## config.mk

```make
export PLATFORM = sky130hd
export DESIGN_NAME = alu_arbiter
export DESIGN_NICKNAME = d
export VERILOG_FILES = /design/src/rtl/alu_arbiter.sv
export SDC_FILE = /design/constraint.sdc
export NUM_CORES = 1
export LEC_CHECK = 0
export BUFFER_PORTS_ARGS = -buffer_cell sky130_fd_sc_hd__buf_2
export CAP_MARGIN = 25
export CORE_ASPECT_RATIO = 0.5
export CORE_UTILIZATION = 46
export CTS_BUF_LIST = sky130_fd_sc_hd__clkbuf_8
export DETAILED_ROUTE_END_ITERATION = 6
export PLACE_DENSITY_LB_ADDON = 0.3
export SLEW_MARGIN = 5
export SYNTH_ARGS = -nofsm -noshare
export SYNTH_HDL_FRONTEND = slang
export SYNTH_SLANG_ARGS = --single-unit
```

## constraint.sdc

```tcl
create_clock -name clk -period 9.1 [get_ports clk]
set_input_delay 1.365 -clock clk [delete_from_list [all_inputs] [get_ports clk]]
set_output_delay 1.365 -clock clk [all_outputs]
set_load 0.01 [all_outputs]
```

## src/rtl/alu_arbiter.sv

```systemverilog
// Two-port valid/ready arbiter sharing a single ALU: accept, execute, respond.
// Optional ALU_ARB_ROUND_ROBIN_EN swaps fixed port-0 priority for round-robin.

module alu #(
  parameter int DATA_WIDTH = 32
) (
  input  logic [DATA_WIDTH-1:0] a,
  input  logic [DATA_WIDTH-1:0] b,
  input  logic [2:0]            op,
  output logic [DATA_WIDTH-1:0] result,
  output logic                  overflow,
  output logic                  carry_out
);

  logic [DATA_WIDTH:0] sum_s;
  logic [DATA_WIDTH:0] diff_s;
  logic                slt_s;

  // Combinational ALU; the top bit of diff_s is the unsigned borrow.
  always_comb begin
    sum_s     = {1'b0, a} + {1'b0, b};
    diff_s    = {1'b0, a} - {1'b0, b};
    slt_s     = ($signed(a) < $signed(b));
    result    = {DATA_WIDTH{1'b0}};
    overflow  = 1'b0;
    carry_out = 1'b0;
    case (op)
      3'b000: result = a & b;
      3'b001: result = a | b;
      3'b010: begin
        result    = sum_s[DATA_WIDTH-1:0];
        overflow  = (a[DATA_WIDTH-1] == b[DATA_WIDTH-1]) &&
                    (sum_s[DATA_WIDTH-1] != a[DATA_WIDTH-1]);
        carry_out = sum_s[DATA_WIDTH];
      end
      3'b110: begin
        result    = diff_s[DATA_WIDTH-1:0];
        overflow  = (a[DATA_WIDTH-1] != b[DATA_WIDTH-1]) &&
                    (diff_s[DATA_WIDTH-1] != a[DATA_WIDTH-1]);
        carry_out = diff_s[DATA_WIDTH];
      end
      3'b111: result = {{(DATA_WIDTH-1){1'b0}}, slt_s};
      default: result = {DATA_WIDTH{1'b0}};
    endcase
  end

endmodule

module alu_arbiter #(
  parameter int DATA_WIDTH = 32
) (
  input  logic                  clk,
  input  logic                  rst_n,
  input  logic [1:0]            req_valid,
  output logic [1:0]            req_ready,
  input  logic [DATA_WIDTH-1:0] req_A0,
  input  logic [DATA_WIDTH-1:0] req_B0,
  input  logic [DATA_WIDTH-1:0] req_A1,
  input  logic [DATA_WIDTH-1:0] req_B1,
  input  logic [2:0]            req_ALUop0,
  input  logic [2:0]            req_ALUop1,
  output logic [1:0]            resp_valid,
  input  logic [1:0]            resp_ready,
  output logic [DATA_WIDTH-1:0] resp_Result,
  output logic                  resp_Zero,
  output logic                  resp_Overflow,
  output logic                  resp_CarryOut,
  output logic                  resp_err
);

  localparam logic [1:0] ST_IDLE = 2'b00;
  localparam logic [1:0] ST_EXEC = 2'b01;
  localparam logic [1:0] ST_RESP = 2'b10;

  function automatic logic op_legal(input logic [2:0] op);
    case (op)
      3'b000, 3'b001, 3'b010, 3'b110, 3'b111: op_legal = 1'b1;
      default:                                op_legal = 1'b0;
    endcase
  endfunction

  logic [1:0]            state_r;
  logic                  owner_r;
  logic                  run_r;
  logic [DATA_WIDTH-1:0] a_r;
  logic [DATA_WIDTH-1:0] b_r;
  logic [2:0]            op_r;
  logic [DATA_WIDTH-1:0] result_r;
  logic                  zero_r;
  logic                  ovf_r;
  logic                  carry_r;
  logic                  err_r;
  logic [1:0]            resp_valid_r;
`ifdef ALU_ARB_ROUND_ROBIN_EN
  logic                  rr_r;
`endif

  logic [1:0]            grant_s;
  logic                  accept_s;
  logic [DATA_WIDTH-1:0] alu_res_s;
  logic                  alu_ovf_s;
  logic                  alu_co_s;
  logic [DATA_WIDTH-1:0] res_s;
  logic                  ovf_s;
  logic                  co_s;
  logic                  zero_s;
  logic                  err_s;

  alu #(.DATA_WIDTH(DATA_WIDTH)) u_alu (
    .a         (a_r),
    .b         (b_r),
    .op        (op_r),
    .result    (alu_res_s),
    .overflow  (alu_ovf_s),
    .carry_out (alu_co_s)
  );

  // Grant selection; run_r keeps req_ready low until the first edge after reset.
  always_comb begin
    grant_s = 2'b00;
    if (run_r && (state_r == ST_IDLE)) begin
`ifdef ALU_ARB_ROUND_ROBIN_EN
      if (req_valid == 2'b11) begin
        grant_s = rr_r ? 2'b10 : 2'b01;
      end else begin
        grant_s = req_valid;
      end
`else
      if (req_valid[0]) begin
        grant_s = 2'b01;
      end else if (req_valid[1]) begin
        grant_s = 2'b10;
      end else begin
        grant_s = 2'b00;
      end
`endif
    end else begin
      grant_s = 2'b00;
    end
  end

  assign accept_s  = |(req_valid & grant_s);
  assign req_ready = grant_s;

  // Mask ALU outputs: flags only for ADD/SUB, illegal ops return a zero result.
  always_comb begin
    err_s = ~op_legal(op_r);
    if (err_s) begin
      res_s = {DATA_WIDTH{1'b0}};
    end else begin
      res_s = alu_res_s;
    end
    if ((op_r == 3'b010) || (op_r == 3'b110)) begin
      ovf_s = alu_ovf_s;
      co_s  = alu_co_s;
    end else begin
      ovf_s = 1'b0;
      co_s  = 1'b0;
    end
    zero_s = (res_s == {DATA_WIDTH{1'b0}});
  end

  // Reset-release qualifier.
  always_ff @(posedge clk or negedge rst_n) begin
    if (!rst_n) run_r <= 1'b0;
    else        run_r <= 1'b1;
  end

  // Control FSM, owner and operand capture.
  always_ff @(posedge clk or negedge rst_n) begin
    if (!rst_n) begin
      state_r <= ST_IDLE;
      owner_r <= 1'b0;
      a_r     <= {DATA_WIDTH{1'b0}};
      b_r     <= {DATA_WIDTH{1'b0}};
      op_r    <= 3'b000;
`ifdef ALU_ARB_ROUND_ROBIN_EN
      rr_r    <= 1'b0;
`endif
    end else begin
      case (state_r)
        ST_IDLE: begin
          if (accept_s) begin
            state_r <= ST_EXEC;
            owner_r <= grant_s[1];
            a_r     <= grant_s[1] ? req_A1 : req_A0;
            b_r     <= grant_s[1] ? req_B1 : req_B0;
            op_r    <= grant_s[1] ? req_ALUop1 : req_ALUop0;
`ifdef ALU_ARB_ROUND_ROBIN_EN
            rr_r    <= ~grant_s[1];
`endif
          end
        end
        ST_EXEC: state_r <= ST_RESP;
        ST_RESP: begin
          if (resp_ready[owner_r]) state_r <= ST_IDLE;
        end
        default: state_r <= ST_IDLE;
      endcase
    end
  end

  // Response register: loaded only in EXEC, valid cleared on the owner's handshake.
  always_ff @(posedge clk or negedge rst_n) begin
    if (!rst_n) begin
      result_r     <= {DATA_WIDTH{1'b0}};
      zero_r       <= 1'b0;
      ovf_r        <= 1'b0;
      carry_r      <= 1'b0;
      err_r        <= 1'b0;
      resp_valid_r <= 2'b00;
    end else if (state_r == ST_EXEC) begin
      result_r     <= res_s;
      zero_r       <= zero_s;
      ovf_r        <= ovf_s;
      carry_r      <= co_s;
      err_r        <= err_s;
      resp_valid_r <= owner_r ? 2'b10 : 2'b01;
    end else if ((state_r == ST_RESP) && resp_ready[owner_r]) begin
      resp_valid_r <= 2'b00;
    end
  end

  assign resp_valid    = resp_valid_r;
  assign resp_Result   = result_r;
  assign resp_Zero     = zero_r;
  assign resp_Overflow = ovf_r;
  assign resp_CarryOut = carry_r;
  assign resp_err      = err_r;

endmodule

```

==> load_flow_metrics.sql, run 1 <==
INSERT INTO impl_metrics (metric_group, metric, value, unit) VALUES
('floorplan', 'core_area', '21000', 'µm²'),
('worst_setup_path', 'timing.rr.end', 'resp_Zero', ''),
('floorplan', 'floorplan.initialDensity', '0.480', ''),
('sta', 'tns', '0', 'ns'),
('worst_setup_path', 'cp.required', '7.74', 'ns'),
('clocking', 'cts-htree-levels', '3', ''),
('floorplan', 'floorplan.rows', '37', ''),
('power_and_ir_drop', 'total_leakage_power', '5.34', 'nW'),
('worst_setup_path', 'worst_path_max_fanout', '103', ''),
('worst_setup_path', 'data_arrival_critical_path', '3.69', 'ns'),
('drt', 'drt-total-wl', '35.5', 'mm'),
('clocking', 'path_clk_slew', '0.11', 'ns'),
('sta', 'finClkSkew', '0.0256', 'ns'),
('sta', 'setup_violations', '0', ''),
('sta', 'maxSlewHeadroom', '0.156', ''),
('yosys', 'synthCells', '1334', ''),
('clocking', 'cts_buffer_depth', '2', ''),
('floorplan', 'floorplan.io_pins', '180', ''),
('power_and_ir_drop', 'post-layout-total-power', '5.19', 'mW'),
('hold_path', 'worstHoldEndpoint', 'resp_Result[4]', ''),
('worst_setup_path', 'crit-reg2reg-launch', 'a_r[0]', ''),
('hold_path', 'min_delay_path_class', 'flip-flop to flip-flop', ''),
('drt', 'drt-vias-per-instance', '5.82', ''),
('yosys', 'ys_top_cells_by_area', 'dfrtp_1 (27%), ha_1 (12%), a21oi_1 (6.9%), o21ai_0 (5.9%), nand2_1 (5.7%)', ''),
('worst_setup_path', 'startpoint_type_of_the_worst_setup_path', 'primary input', ''),
('placement', 'port_buffers', '179', ''),
('finish', 'layout_cells_sized_above_1', '0.163', ''),
('global_route', 'grt_pass1_vias', '9430', ''),
('clocking', 'postCtsSetupRepairBufs', '0', ''),
('power_and_ir_drop', 'power.ir.vdd_worst', '0.177', 'mV'),
('clocking', 'tritoncts', 'yes', ''),
('sta', 'maxClockFrequency', '0.198', 'GHz'),
('global_route', 'pin_count_of_the_biggest_net_entering_global_routing', '104', ''),
('sta', 'postLayoutSetupSlackWorst', '4.04', 'ns'),
('clocking', 'cts-resized-gates', '0', ''),
('floorplan', 'dieHeight', '107', 'µm'),
('clocking', 'cts_sinks', '109', ''),
('global_route', 'initial_antenna_violation_count', '0', ''),
('yosys', 'yosysTopAreaCellShare', '0.271', ''),
('floorplan', 'die_width', '211', 'µm'),
('sta', 'min_period_over_period', '0.556', ''),
('worst_setup_path', 'criticalPathCategory', 'primary input to primary output', ''),
('yosys', 'yosys.area.top_type', 'dfrtp_1', ''),
('yosys', 'postSynth.asyncResetShare', '1.00', ''),
('drt', 'detailedRoute.firstPassIterationCount', '6', ''),
('run_status', 'outcome', 'finished clean', ''),
('clocking', 'cts_root_buf', 'clkbuf_8', ''),
('clocking', 'cts_inserted_buffers', '9', ''),
('hold_path', 'whs_path_depth', '2', ''),
('yosys', 'syn_avg_cell_area', '7.54', 'µm²'),
('sta', 'period_needed', '5.06', 'ns'),
('sta', 'timing_hold_violations_final', '0', ''),
('drt', 'via_count', '10196', ''),
('yosys', 'yosysUniqueCellTypes', '77', ''),
('yosys', 'synth_enable_flop_cells', '0', ''),
('placement', 'gp_congestion', '1.00', ''),
('yosys', 'yosys-top-cells-count', 'nand2_1 (152), a21oi_1 (138), nor2_1 (134)', ''),
('yosys', 'seq_area_frac_synth', '0.271', ''),
('yosys', 'synth.ff_latch_count', '109', ''),
('sta', 'worst_pin_slew', '1.27', 'ns'),
('worst_setup_path', 'reg2reg_setup_slack', '4.58', 'ns'),
('finish', 'final_net_count', '1696', ''),
('sta', 'final_max_slew_viol_count', '0', ''),
('worst_setup_path', 'reg2reg_depth', '14', ''),
('yosys', 'synth_most_common_cell', 'nand2_1', ''),
('worst_setup_path', 'crit_path_end_kind', 'primary output', ''),
('run', 'timing.max_cap.violations', '0', ''),
('clocking', 'cts.hold.buffers_added', '0', ''),
('hold_path', 'hold_start', 'resp_Result[4]', ''),
('placement', 'place_worst_setup_slack', '4.01', 'ns'),
('clocking', 'worst_skew_pair.late_latency', '0.46', 'ns');
==> cell type report <==
type	count	area, µm²	share of cell area
Clock buffer	9	124	0.0109
Clock inverter	6	97.6	0.00857
Inverter	121	454	0.0399
Multi-Input combinational cell	1019	6590	0.579
Sequential cell	109	2730	0.240
Tap cell	292	365	0.0321
Timing Repair Buffer	195	1020	0.0899
==> worst max path at each step <==
stage	startpoint	to
2_1_floorplan	req_valid[1]	req_ready[1]
3_3_place_gp	req_valid[1]	req_ready[1]
3_5_place_dp	req_valid[1]	req_ready[1]
4_1_cts	req_valid[1]	req_ready[1]
5_1_grt	req_valid[1]	req_ready[1]
6_report	req_valid[1]	req_ready[1]
==> through the flow <==
stage	util	area, µm²	hold slack [ns]
final	0.543	11400	0.483
after detailed placement	0.532	11200	0.461
after floorplan	-	10100	0.497
after global routing	0.543	11400	0.509
after CTS	0.542	11400	0.488
after global placement	0.532	11200	0.458
==> critical path, stage by stage <==
cell and delay (ns):
buf_2 0.08, nor4bb_4 0.18, buf_4 0.81, nor2b_2 0.96
buf_2 0.28
==> where the power goes <==
group | leakage, nW | internal (mW) | switching, mW
combinational | 3.89 | 1.35 | 2.60
sequential | 1.35 | 0.692 | 0.198
clock | 0.111 | 0.157 | 0.196
total | 5.34 | 2.20 | 2.99
==> registers in the layout, summed over array words and instances, names as in the netlist <==
| signal | cells |
|---|---|
| resp_Result | 32 |
| resp_Overflow | 1 |
| state_r | 2 |
| resp_CarryOut | 1 |
| b_r | 32 |
| resp_Zero | 1 |
| a_r | 32 |
| resp_err | 1 |
| resp_valid | 2 |
| op_r | 3 |
| owner_r | 1 |
| run_r | 1 |
==> layer usage <==
metal	track usage	share of wire	up-vias
met5	0	0	-
met4	0.0616	0.0093	0
li1	-	-	4914
met1	0.475	0.49	4909
met3	0.0759	0.075	22
met2	0.469	0.43	351
==> cell usage in the layout (no fill, tap or decap), drive strengths merged, types with 14 or more instances in the layout <==
cell and count:
ha 99, nor3 16, o21ai 122, a21oi 139, nor2 134, mux2i 46, dfrtp 109, inv 120
o31ai 14, nor4 15, nor2b 16, nand2 152, nand3 27, nand4 15, buf 194, xnor2 17
a21o 14
==> cell families after synthesis <==
family	after synthesis	synth area share
AO/OA/AOI/OAI	430	0.268
XOR/XNOR	21	0.0183
adder cells (fa/ha/maj)	101	0.127
buffers and inverters	206	0.0777
flip-flops	109	0.271
multiplexers	54	0.0547
other	1	0.000373
AND/OR/NAND/NOR	412	0.183
(Power assumes the default switching activity.)
==> run 2, diff against run 1 <==
Settings changed: ABC_AREA set to 1.
Clock period 9.1 ns to 4.8 ns, I/O delays scaled along.
==> run 2 against run 1 <==
The flow now finishes with violations (design-rule violations). Cell area is 5.9% higher. Sequential cell count stayed put. Critical path depth is 5 higher. Routed wire length is 18% higher. Synthesized cell count is 31% higher. Core utilization is 1.6 points lower. Die area is 6.8% higher.
==> load_flow_metrics.sql, run 2 <==
INSERT INTO impl_metrics (metric_group, metric, value, unit) VALUES
('run_status', 'outcome', 'finished, violations left', ''),
('run_status', 'failing_checks', 'design-rule violations', ''),
('sta', 'maxSlewHeadroom', '0.380', ''),
('drt', 'detailedRoute.firstPassIterationCount', '7', ''),
('sta', 'finClkSkew', '0.0355', 'ns'),
('yosys', 'yosysWarnings', '0', ''),
('global_route', 'pin_count_of_the_biggest_net_entering_global_routing', '81', ''),
('global_route', 'grt_util_all_layers', '0.353', ''),
('worst_setup_path', 'critical_path.cell_chain', 'nor2_1, nand2_1, inv_1, a221oi_1, nand2_1, nor2_1, nand3_1, nor2_1, nand2_1, nand2_1', ''),
('global_route', 'globalRouteMet2Util', '0.398', ''),
('yosys', 'yosysTopAreaCellShare', '0.254', ''),
('sta', 'tns', '0', 'ns'),
('floorplan', 'core_area', '22900', 'µm²'),
('floorplan', 'floorplan.initialDensity', '0.470', ''),
('sta', 'maxClockFrequency', '0.303', 'GHz'),
('finish', 'insertedDiodeCount', '0', ''),
('clocking', 'cts.hold.buffers_added', '0', ''),
('placement', 'gp_congestion', '1.05', ''),
('yosys', 'seq_area_frac_synth', '0.254', ''),
('yosys', 'syn_avg_cell_area', '6.13', 'µm²'),
('global_route', 'grt_pass1_vias', '10468', ''),
('floorplan', 'floorplan.rows', '39', ''),
('drt', 'drt-initial-drc-count', '1544', ''),
('yosys', 'synth.net_count', '1995', ''),
('clocking', 'tritoncts', 'yes', ''),
('global_route', 'grt.overflow.total', '0', ''),
('drt', 'via_count', '11835', ''),
('hold_path', 'min_delay_path_class', 'primary input to asynchronous set/reset pin', ''),
('clocking', 'cts_inserted_buffers', '9', ''),
('sta', 'period_needed', '3.31', 'ns'),
('sta', 'setup_violations', '0', ''),
('finish', 'layout.cells.most_common_list', 'nand2_1 (482), inv_1 (260), nor2_1 (217)', ''),
('yosys', 'synth_enable_flop_cells', '0', ''),
('sta', 'final_max_slew_viol_count', '0', ''),
('clocking', 'postCtsSetupRepairBufs', '0', ''),
('finish', 'flow.area_growth_from_synthesis', '12.2', '%'),
('clocking', 'cts_root_buf', 'clkbuf_8', ''),
('yosys', 'yosysUniqueCellTypes', '36', ''),
('global_route', 'grt_first_pass_wirelength', '62.1', 'mm'),
('yosys', 'synth_most_common_cell', 'nand2_1', ''),
('global_route', 'gr-max-usage-layer', 'met1', ''),
('yosys', 'synthesis.area', '10800', 'µm²'),
('yosys', 'postSynth.asyncResetShare', '1.00', ''),
('worst_setup_path', 'criticalPathCategory', 'flip-flop to flip-flop', ''),
('worst_setup_path', 'worst_path_max_fanout', '20', ''),
('sta', 'min_period_over_period', '0.689', ''),
('clocking', 'cts-resized-gates', '0', ''),
('worst_setup_path', 'cp.required', '5.17', 'ns'),
('worst_setup_path', 'crit_path_end_kind', 'flip-flop', ''),
('placement', 'detailed_place_hpwl', '34.5', 'mm'),
('drt', 'drt-wirelength-per-cell', '19.1', 'µm'),
('worst_setup_path', 'startpoint_type_of_the_worst_setup_path', 'flip-flop', ''),
('worst_setup_path', 'data_arrival_critical_path', '3.68', 'ns'),
('finish', 'fillers', '2420', ''),
('clocking', 'cts-htree-levels', '3', ''),
('clocking', 'cts_sinks', '109', ''),
('global_route', 'grt_util_met1', '0.567', ''),
('drt', 'remaining_drc_errors', '2', ''),
('clocking', 'path_clk_slew', '0.14', 'ns'),
('yosys', 'ys_top_cells_by_area', 'dfrtp_1 (25%), nand2_1 (17%), ha_1 (12%), inv_1 (9.1%), nor2_1 (7.6%)', ''),
('worst_setup_path', 'path_common_cell', 'nand2_1', ''),
('finish', 'post-route-util', '0.527', ''),
('yosys', 'synth.ff_latch_count', '109', ''),
('global_route', 'initial_antenna_violation_count', '0', ''),
('global_route', 'groute.layer.met3.usage', '0.173', ''),
('floorplan', 'dieHeight', '110', 'µm'),
('finish', 'layout_commonest_cell', 'nand2_1', ''),
('sta', 'holdWs', '0.243', 'ns'),
('sta', 'worst_pin_slew', '0.928', 'ns'),
('finish', 'final_net_count', '2127', ''),
('floorplan', 'floorplan.io_pins', '180', ''),
('run', 'timing.max_cap.violations', '0', ''),
('floorplan', 'die_area', '24000', 'µm²'),
('finish', 'seq_area', '2730', 'µm²'),
('drt', 'drt-total-wl', '42.0', 'mm'),
('sta', 'timing_hold_violations_final', '0', ''),
('yosys', 'synth_top_flop_cell', 'dfrtp_1', ''),
('worst_setup_path', 'critical_path.slowest_cell', 'a221oi_1', ''),
('clocking', 'worst_skew_pair.late_latency', '0.45', 'ns'),
('yosys', 'yosys-top-cells-count', 'nand2_1 (482), inv_1 (261), nor2_1 (219)', ''),
('finish', 'layout_cells_sized_above_1', '0.140', ''),
('floorplan', 'die_width', '218', 'µm'),
('worst_setup_path', 'critical_path.max_stage_delay', '0.84', 'ns'),
('placement', 'port_buffers', '179', ''),
('yosys', 'yosys.area.top_type', 'dfrtp_1', ''),
('sta', 'rsz0062_at_grt', 'false', ''),
('finish', 'multi_input_area', '6650', 'µm²'),
('drt', 'drt-vias-per-instance', '5.39', ''),
('yosys', 'synthCells', '1754', ''),
('clocking', 'cts_buffer_depth', '2', ''),
('drt', 'drt.antenna.violating_nets', '0', '');
## run 2: cell types whose count changed in the layout (fill, tap and decap cells not counted), moves of 46 or more
| cell | before | now |
|---|---|---|
| o22ai_1 | 11 | 86 |
| nand3_1 | 27 | 129 |
| nand2_1 | 152 | 482 |
| mux2i_1 | 46 | 0 |
| o21ai_0 | 119 | 54 |
| inv_1 | 119 | 260 |
| nor2_1 | 134 | 217 |
## run 2: cell type report
type	count	area share
clock buffers	9	0.0103
clock inverters	6	0.00695
inverters	288	0.0897
multi-input cells	1289	0.552
flip-flops and latches	109	0.226
well taps	307	0.0318
repair buffers	189	0.0834
## run 2: through the flow
stage / std cells / area (µm²) / worst slack [ns]
after floorplan: 1754 / 10800 / 2.43
after CTS: 2195 / 12000 / 1.60
after global placement: 2179 / 11800 / 1.70
after detailed placement: 2180 / 11800 / 1.70
after global routing: 2197 / 12100 / 1.34
final: 2197 / 12100 / 1.49
## run 2: cell families (layout without fill, tap and decap cells)
family          Yosys count  after routing  synth area share
flops                   109            109             0.254
fa+ha+maj               101            101             0.119
compound gates          287            287             0.148
other cells               1              1          0.000349
xor+xnor                  2              2           0.00163
buf+inv                 356            492             0.129
simple gates            898            898             0.349
## run 2: worst paths after layout
kind                                 start              end  slack (ns)  depth (start not counted)
setup / recovery                   op_r[2]        resp_Zero        1.49                         10
hold / removal                       rst_n  resp_Result[25]        0.24                          1
hold reg to reg            resp_Result[22]  resp_Result[22]        0.48                          2
setup reg to reg                   op_r[2]        resp_Zero        1.49                         10
min in group clk           resp_Result[22]  resp_Result[22]        0.48                          2
max in group asynchronous            rst_n  resp_Result[13]        3.67                          2
## run 2: layer usage
layer	wire, µm	vias to the layer above
li1	-	5793
met1	21100	5383
met2	13700	634
met3	6790	21
met4	208	4
met5	119	-
## run 2: critical path, delay by kind of cell (launching register included)
family,cells,cell delay (ns)
flip-flops,1,0.47
buffers and inverters,1,0.55
AO/OA/AOI/OAI,1,0.84
AND/OR/NAND/NOR,8,1.36
Power of run 2 is not shown: default switching activity piles up to over one toggle a cycle in this logic, so the estimate is an artifact.
